`src/rtl/log_hdr_mem_ctrl.sv`:
```
// rtl/log_hdr_mem_ctrl.sv - log-header store responder with arbitration, response hold and clearing sweep
//
// Purpose: owns the per-slot log header RAM (single port, one access per cycle).
//   Serves commit-engine reads and writes plus prepare-engine writes, and clears
//   every slot after reset before it accepts any request.
// Ports:
//   clk, rst                          clock, asynchronous active-high reset
//   commit_log_hdr_mem_rd_req_*       read request (val/addr), rdy back
//   log_hdr_mem_commit_rd_resp_*      read response (val/data), rdy from commit engine
//   commit_log_hdr_mem_wr_*           commit write (val/addr/data), rdy back
//   prep_log_hdr_mem_wr_*             prepare write (val/addr/data), rdy back
//   log_hdr_mem_init_done             clearing sweep finished (sticky until reset)
module log_hdr_mem_ctrl #(
  parameter int LOG_DEPTH_W = 6,
  parameter int HDR_W       = 64
) (
  input  logic                   clk,
  input  logic                   rst,
  input  logic                   commit_log_hdr_mem_rd_req_val,
  input  logic [LOG_DEPTH_W-1:0] commit_log_hdr_mem_rd_req_addr,
  output logic                   log_hdr_mem_commit_rd_req_rdy,
  output logic                   log_hdr_mem_commit_rd_resp_val,
  output logic [HDR_W-1:0]       log_hdr_mem_commit_rd_resp_data,
  input  logic                   commit_log_hdr_mem_rd_resp_rdy,
  input  logic                   commit_log_hdr_mem_wr_val,
  input  logic [LOG_DEPTH_W-1:0] commit_log_hdr_mem_wr_addr,
  input  logic [HDR_W-1:0]       commit_log_hdr_mem_wr_data,
  output logic                   log_hdr_mem_commit_wr_rdy,
  input  logic                   prep_log_hdr_mem_wr_val,
  input  logic [LOG_DEPTH_W-1:0] prep_log_hdr_mem_wr_addr,
  input  logic [HDR_W-1:0]       prep_log_hdr_mem_wr_data,
  output logic                   log_hdr_mem_prep_wr_rdy,
  output logic                   log_hdr_mem_init_done
);

  localparam int DEPTH = 1 << LOG_DEPTH_W;

  typedef enum logic [1:0] {INIT, IDLE, RD_PEND, RD_HOLD} state_t;

  state_t                 state, state_nxt;
  logic [LOG_DEPTH_W-1:0] clr_idx;
  logic                   rd_starved;
  logic                   init_done_q;
  logic [HDR_W-1:0]       hold_q;
  logic [HDR_W-1:0]       ram_q;
  logic [HDR_W-1:0]       mem [DEPTH];

  logic                   mem_we;
  logic                   mem_re;
  logic [LOG_DEPTH_W-1:0] mem_addr;
  logic [HDR_W-1:0]       mem_wdata;

  // State register
  always_ff @(posedge clk or posedge rst) begin
    if (rst) state <= INIT;
    else     state <= state_nxt;
  end

  // Next-state logic
  always_comb begin
    state_nxt = state;
    case (state)
      INIT:    if (clr_idx == '1) state_nxt = IDLE;
      IDLE:    if (log_hdr_mem_commit_rd_req_rdy) state_nxt = RD_PEND;
      RD_PEND: state_nxt = commit_log_hdr_mem_rd_resp_rdy ? IDLE : RD_HOLD;
      RD_HOLD: if (commit_log_hdr_mem_rd_resp_rdy) state_nxt = IDLE;
      default: state_nxt = INIT;
    endcase
  end

  // Output / arbitration logic. The commit write always wins; between the
  // prepare write and a read the prepare write wins unless the read has
  // already lost once (rd_starved), which bounds read wait to one cycle.
  always_comb begin
    log_hdr_mem_commit_rd_req_rdy   = 1'b0;
    log_hdr_mem_commit_rd_resp_val  = 1'b0;
    log_hdr_mem_commit_rd_resp_data = '0;
    log_hdr_mem_commit_wr_rdy       = 1'b0;
    log_hdr_mem_prep_wr_rdy         = 1'b0;
    mem_we    = 1'b0;
    mem_re    = 1'b0;
    mem_addr  = '0;
    mem_wdata = '0;
    case (state)
      INIT: begin
        mem_we   = 1'b1;
        mem_addr = clr_idx;
      end
      IDLE: begin
        log_hdr_mem_commit_wr_rdy = commit_log_hdr_mem_wr_val;
        log_hdr_mem_prep_wr_rdy   = prep_log_hdr_mem_wr_val && !commit_log_hdr_mem_wr_val &&
                                    !(commit_log_hdr_mem_rd_req_val && rd_starved);
        log_hdr_mem_commit_rd_req_rdy = commit_log_hdr_mem_rd_req_val && !commit_log_hdr_mem_wr_val &&
                                        !log_hdr_mem_prep_wr_rdy;
      end
      RD_PEND, RD_HOLD: begin
        log_hdr_mem_commit_wr_rdy = commit_log_hdr_mem_wr_val;
        log_hdr_mem_prep_wr_rdy   = prep_log_hdr_mem_wr_val && !commit_log_hdr_mem_wr_val;
        log_hdr_mem_commit_rd_resp_val  = 1'b1;
        log_hdr_mem_commit_rd_resp_data = (state == RD_PEND) ? ram_q : hold_q;
      end
      default: ;
    endcase
    if (log_hdr_mem_commit_wr_rdy) begin
      mem_we    = 1'b1;
      mem_addr  = commit_log_hdr_mem_wr_addr;
      mem_wdata = commit_log_hdr_mem_wr_data;
    end else if (log_hdr_mem_prep_wr_rdy) begin
      mem_we    = 1'b1;
      mem_addr  = prep_log_hdr_mem_wr_addr;
      mem_wdata = prep_log_hdr_mem_wr_data;
    end else if (log_hdr_mem_commit_rd_req_rdy) begin
      mem_re   = 1'b1;
      mem_addr = commit_log_hdr_mem_rd_req_addr;
    end
  end

  // Control registers
  always_ff @(posedge clk or posedge rst) begin
    if (rst) begin
      clr_idx     <= '0;
      rd_starved  <= 1'b0;
      init_done_q <= 1'b0;
      hold_q      <= '0;
    end else begin
      if (state == INIT) clr_idx <= clr_idx + 1'b1;
      if (state == INIT && clr_idx == '1) init_done_q <= 1'b1;
      if (log_hdr_mem_commit_rd_req_rdy)
        rd_starved <= 1'b0;
      else if (state == IDLE && commit_log_hdr_mem_rd_req_val && log_hdr_mem_prep_wr_rdy)
        rd_starved <= 1'b1;
      // The RAM output register stays untouched until the next read, but the
      // hold copy makes the held response independent of the RAM entirely.
      if (state == RD_PEND && !commit_log_hdr_mem_rd_resp_rdy) hold_q <= ram_q;
    end
  end

  // Single-ported storage with registered read data
  always_ff @(posedge clk) begin
    if (mem_we) mem[mem_addr] <= mem_wdata;
    if (mem_re) ram_q <= mem[mem_addr];
  end

  assign log_hdr_mem_init_done = init_done_q;

endmodule

```
`config.mk`:
```
export PLATFORM = sky130hd
export DESIGN_NAME = log_hdr_mem_ctrl
export DESIGN_NICKNAME = d
export VERILOG_FILES = /design/src/rtl/log_hdr_mem_ctrl.sv
export SDC_FILE = /design/constraint.sdc
export NUM_CORES = 2
export LEC_CHECK = 0
export CAP_MARGIN = 20
export CELL_PAD_IN_SITES_DETAIL_PLACEMENT = 1
export CELL_PAD_IN_SITES_GLOBAL_PLACEMENT = 2
export CORE_MARGIN = 3
export CORE_UTILIZATION = 42
export DETAILED_ROUTE_END_ITERATION = 10
export PLACE_DENSITY = 0.73
export SLEW_MARGIN = 25
export SYNTH_ARGS = -nofsm -noshare
export SYNTH_HDL_FRONTEND = slang
export SYNTH_SLANG_ARGS = --single-unit
```
`constraint.sdc`:
```
create_clock -name clk -period 6.18 [get_ports clk]
set_input_delay 0.618 -clock clk [delete_from_list [all_inputs] [get_ports clk]]
set_output_delay 0.618 -clock clk [all_outputs]
set_load 0.02 [all_outputs]
```
# Word-level counts from Yosys, hierarchy flattened
# Memories as Yosys holds them, arrays and structs flattened. A register that Yosys moved wholly into a read port is not among the register bits.
# Cells that the tools add are included.
# op_classes
n_addsub	1
n_eq_ne	7
n_mux	27
reduce_logical	18
# ops
cell	count
$mux 64	4
$mux 6	4
$mux 1	13
$logic_and 1x1->1	9
$mux 2	4
$pmux 2 s4	1
$add 6x1->6 const B	1
$eq 6x6->1 const B	1
$ne 2x2->1 const B	3
$eq 2x2->1 const B	2
$logic_not 1->1	4
$reduce_and 3->1	1
$reduce_or 3->1	1
$eq 2x1->1 const B	1
$logic_not 2->1	1
$pmux 1 s2	1
$reduce_bool 2->1	1
$reduce_or 2->1	1
# word_totals
reg_bits	74
ramBits	4096
in_bits	152
n_memories	1
# memory_table
name	words	width	read_ports	rd_clocked_by_memory_dff	write_ports	line	rtl
mem	64	64	1	1	1	46	logic [HDR_W-1:0] mem [DEPTH];

# Depth between registers and ports, before layout
# depth
ltp_word	9
mapped_depth	17
depth_no_buf	12

# Worst setup path after synthesis
# Ideal clock, no wire load.
# synth_timing
path_type	reg2reg
from	register state[0]
to	memory mem[20][0], enable pin
arrival_ns	5.588
t_required_ns	5.693
path_slack_ns	0.105
path_stages_with_launch	16
path_buffers	6
cell_sequence	dfrtp_1 > inv_1 > ha_1 > buf_2 > nor2_1 > a311oi_1 > a211o_1 > and2_1 > buf_2 > buf_4 > buf_2 > buf_2 > buf_1 > nor2_1 > nand2_1 > nor2_1
# synth_between
elab_chain_cells	7
# synth_rtl
element	line	rtl
from (decl)	40	state_t state, state_nxt;
from (signal assigned)	56	else state <= state_nxt;
$eq 2x2->1	84	case (state)
$reduce_or 2->1	n/a	
$pmux 1 s2	84	
$mux 1	108	end else if (log_hdr_mem_prep_wr_rdy) begin
$mux 1	104	if (log_hdr_mem_commit_wr_rdy) begin
$mux 1	140	if (mem_we) mem[mem_addr] <= mem_wdata;
$mux 1 (implied by the code)	140	
to (decl)	46	
# Parallel ways exist; a longest one is shown, timed or not.

# Worst setup path in the final report
# layout_timing
from	register state[0]
to	output port log_hdr_mem_prep_wr_rdy
# layout_between
elab_chain_cells	3
# layout_rtl
element	line	rtl
$eq 2x2->1	84	
$reduce_or 2->1	n/a	
$pmux 1 s2 *	84	
to (decl)	32	output logic log_hdr_mem_prep_wr_rdy,
# Mark *: on every way between the ends. The rest lies on a longest branch, timed or not.

==> results.rst <==
.. list-table::
   :header-rows: 1

   * - Metric
     - Value
   * - Run status
     - finished, final reports clean
   * - Endpoint class of the critical path
     - output port
   * - Wire per inst
     - 36.00 microns
   * - Placement row count
     - 230
   * - Placement Cell Area
     - 0.1795 sq mm
   * - Area added between synthesis and finish
     - 16.19%
   * - Switching share of power
     - 37.33%
   * - Number of distinct library cell variants in the gate-level netlist after synthesis
     - 52
   * - Leakage dissipation
     - 66.15 nW
   * - Most frequent cell after synthesis
     - sky130_fd_sc_hd__edfxtp_1
   * - Clock slew seen by the registers of the worst setup and hold paths
     - 0.06 ns
   * - Share of total power in combinational logic
     - 36.2%
   * - Wire length of the first global-routing pass
     - 843,300 microns
   * - Number of global-route vias before repair
     - 106,000
   * - Cell with the biggest individual delay on the critical path
     - sky130_fd_sc_hd__buf_4
   * - Clk network pwr share
     - 26.8%
   * - Die extent in y
     - 636.0 microns
   * - Sequential share of the synthesized area
     - 76.04%
   * - Port Buffer Count
     - 220
   * - Maximum ir drop on the vdd rail
     - 0.5474 mV
   * - Switch Pwr
     - 36.37 mW
   * - Chip Width
     - 636.0 microns
   * - Count of cells along the worst register-to-register path
     - 13
   * - Arrival @ worst endpoint
     - 5.30 ns
   * - Number of register bits inferred by synthesis
     - 4,234
   * - Initial core utilization
     - 42.32%
   * - Measured slew at the worst slew-check pin
     - 1.187 ns
   * - Ratio of final minimum period to clock period
     - 95.80%
   * - Floorplan die area
     - 0.4045 sq mm
   * - Max-capacitance violation count
     - 0
   * - Area share of and/or/nand/nor cells after synthesis
     - 5.503%
   * - Clock Tree Buf Depth
     - 4
   * - HPWL reported at the end of detailed placement
     - 324,400 microns
   * - Post-route cell area
     - 0.1937 sq mm
   * - Worst path most repeated cell
     - sky130_fd_sc_hd__buf_4
   * - Placeable Area
     - 0.3940 sq mm
   * - Buf+Inv Stages, Crit Path
     - 4
   * - Crit path depth
     - 7
   * - Via count
     - 106,700
   * - RD Place Congestion
     - 0.8214
   * - Number of warning messages in the yosys log
     - 0
   * - Global Route Usage Sum
     - 29.42%
   * - Number of DRC violations after detailed-routing iteration 0
     - 15,060
   * - # nets final
     - 11,510
   * - Final hold violation count
     - 0
   * - Total routed wirelength
     - 610,700 microns
   * - Post-Synth XOR/XNOR Area
     - 0.02627%
   * - Vias per inst
     - 6.292
   * - DR pass1 iterations
     - 6
   * - Maximum number of pins on one net before global-route repair
     - 110
   * - Number of buffers inserted to repair setup after CTS
     - 0
   * - Type of the worst setup path
     - reg -> out
   * - Proportion of synthesized flip-flops having asynchronous set or reset
     - 1.748%
   * - Worst skew pair latency
     - 1.00 ns
   * - Setup-violating endpoint count in the final report
     - 0
   * - Root cell of the clock tree
     - sky130_fd_sc_hd__clkbuf_16
   * - Main combinational cell family by area after synthesis
     - compound AO/OA/AOI/OAI gates
   * - Crit-path leading delay family
     - buffers and inverters
   * - Critical path peak fanout
     - 46
   * - Antenna violations before repair
     - 32
   * - Tightest slew margin relative to the limit
     - 20.26%
   * - Slew Viols, Final
     - 0
   * - Post-cts sizing count
     - 0
   * - Largest cells by area after synthesis
     - sky130_fd_sc_hd__edfxtp_1, sky130_fd_sc_hd__nand2_1, sky130_fd_sc_hd__mux2i_1
   * - Proportion of synthesized area in mux cells
     - 5.283%
   * - Count of hold buffers inserted by post-cts repair
     - 0
   * - Residual DRC
     - 0
   * - # clock sinks
     - 4,234
   * - Top achievable clock speed
     - 168.9 MHz
   * - Compound-gate portion of the synthesized area
     - 10.64%
   * - Nature of the critical path startpoint
     - register
   * - Primary FF master, synth
     - sky130_fd_sc_hd__edfxtp_1
   * - H-tree depth reported by CTS
     - 5
   * - Chain of cells forming the critical path
     - inv_1, ha_4, nor2_1, a2111oi_4, buf_4, buf_4, clkdlybuf4s50_1
   * - Synthesized area per cell
     - 15.18 sq um
   * - Final-layout setup total negative slack
     - 0 ns
   * - TritonCTS clock tree
     - built
   * - Post-synthesis share of cell area spent on full adders, half adders and majority gates
     - 0.04503%
   * - Shortest clock period the worst path allows after layout
     - 5.921 ns
   * - Share of total power in sequential cells
     - 37.0%
   * - Setup skew after layout
     - 0.07040 ns
   * - Worst min-delay path category
     - in -> async
   * - Inserted Clock Buffers
     - 444
   * - Setup repair after global routing missed its margin
     - false
   * - Netlist area before placement
     - 0.1667 sq mm
   * - Post-synth top area cell
     - sky130_fd_sc_hd__edfxtp_1
   * - Data required time of the worst path
     - 5.56 ns
   * - Leftover overflow at the end of global routing
     - 0
   * - Synthesized netlist net count
     - 11,140
   * - Top-Level Pins
     - 221
   * - Pwr dens
     - 502.9 mW/mm^2
   * - Share of layout cells above drive strength 1
     - 13.82%
   * - Count of nets left with antenna violations after detail routing
     - 0
   * - Crit path largest cell delay
     - 0.82 ns
   * - Number of enable-type register cells in the synthesized netlist
     - 4,160
   * - Internal power
     - 61.05 mW
   * - Top cell types by occurrence after synthesis
     - sky130_fd_sc_hd__edfxtp_1, sky130_fd_sc_hd__nand2_1, sky130_fd_sc_hd__a21oi_1
   * - Cells after synthesis
     - 10,980
   * - Synth top area share
     - 74.93%
## layer usage
layer | GRT usage [%] | part of all wire (%) | vias up | routed length (microns)
met5 | 0 | 0.0021 | - | 13
met3 | 5.142 | 9.4 | 1162 | 57600
met1 | 41.00 | 40 | 56720 | 245000
met4 | 11.82 | 4.7 | 2 | 28440
li1 | - | - | 43340 | -
met2 | 45.89 | 46 | 5506 | 279600
## cells by family after synthesis
family | count (synthesis)
AO/OA/AOI/OAI | 2664
XOR/XNOR | 5
adder cells (fa/ha/maj) | 6
buffers and inverters | 1029
flip-flops | 4234
multiplexers | 833
AND/OR/NAND/NOR | 2213
## final cells by class
type	instances	area (sq um)
Multi-Input combinational cell	5721	36860
Clock buffer	565	11690
Sequential cell	4234	126800
Inverter	258	975.9
Fill cell	37500	200300
Antenna cell	10	25.02
Tap cell	5220	6531
Timing Repair Buffer	696	8536
Clock inverter	259	2320
## stage by stage
stage	power (mW)	setup WS, ns	hold slack, ns	utilization (%)	instances
6_report	97.41	0.2593	0.09601	49.17	16960
5_1_grt	101.3	0.1725	0.1051	49.16	16960
4_1_cts	97.28	0.4489	0.04316	49.11	16950
3_5_place_dp	71.21	0.6790	0.4702	45.55	16130
3_3_place_gp	70.17	0.7894	0.4610	45.53	16130
2_1_floorplan	57.37	0.1052	0.4680	-	10980
## cell usage in the layout, fill, tap and decap left out, drive strengths merged, types with 3 or more instances in the layout
master	synthesis	routed
a211oi	5	5
a21oi	843	843
a22o	98	98
a22oi	590	590
a311oi	62	62
a31oi	4	4
a32o	186	186
a32oi	10	10
and2	4	4
and3	6	6
buf	345	476
bufinv	0	30
clkbuf	426	565
clkdlybuf4s50	0	220
clkinv	1	208
clkinvlp	0	8
dfrtp	74	74
diode	0	10
edfxtp	4160	4160
ha	6	6
inv	257	271
mux2	375	375
mux2i	458	458
nand2	1648	1648
nand3	257	257
nand4	129	129
nor2	81	81
nor2b	3	3
nor3	79	79
o211ai	496	496
o21ai	350	350
o311ai	3	3
xnor2	4	4
## flip-flops by register name, indices dropped and copies added, names as in the netlist
name,cells
rd_starved,1
hold_q,64
clr_idx,6
state,2
mem,4096
log_hdr_mem_init_done,1
ram_q,64
## final timing paths
check / end / from / slack (ns)
worst max-delay path: log_hdr_mem_prep_wr_rdy / state[0] / 0.26
worst min-delay path: hold_q[38] / rst / 0.1
worst max register to register: ram_q[43] / state[0] / 0.74
worst min register to register: log_hdr_mem_init_done / log_hdr_mem_init_done / 0.49
max in group asynchronous: hold_q[8] / rst / 4.76
min in group clk: log_hdr_mem_init_done / log_hdr_mem_init_done / 0.49
## power groups by stage
stage | logic [mW] | clock network [mW] | registers [mW]
CTS | 34.8 | 26.4 | 36.1
global placement | 33.6 | 0 | 36.6
finish | 35.2 | 26.1 | 36.1
detailed placement | 34.5 | 0 | 36.7
floorplan | 20.8 | 0 | 36.6
global route | 37.5 | 27.6 | 36.2
(Power assumes the default switching activity.)
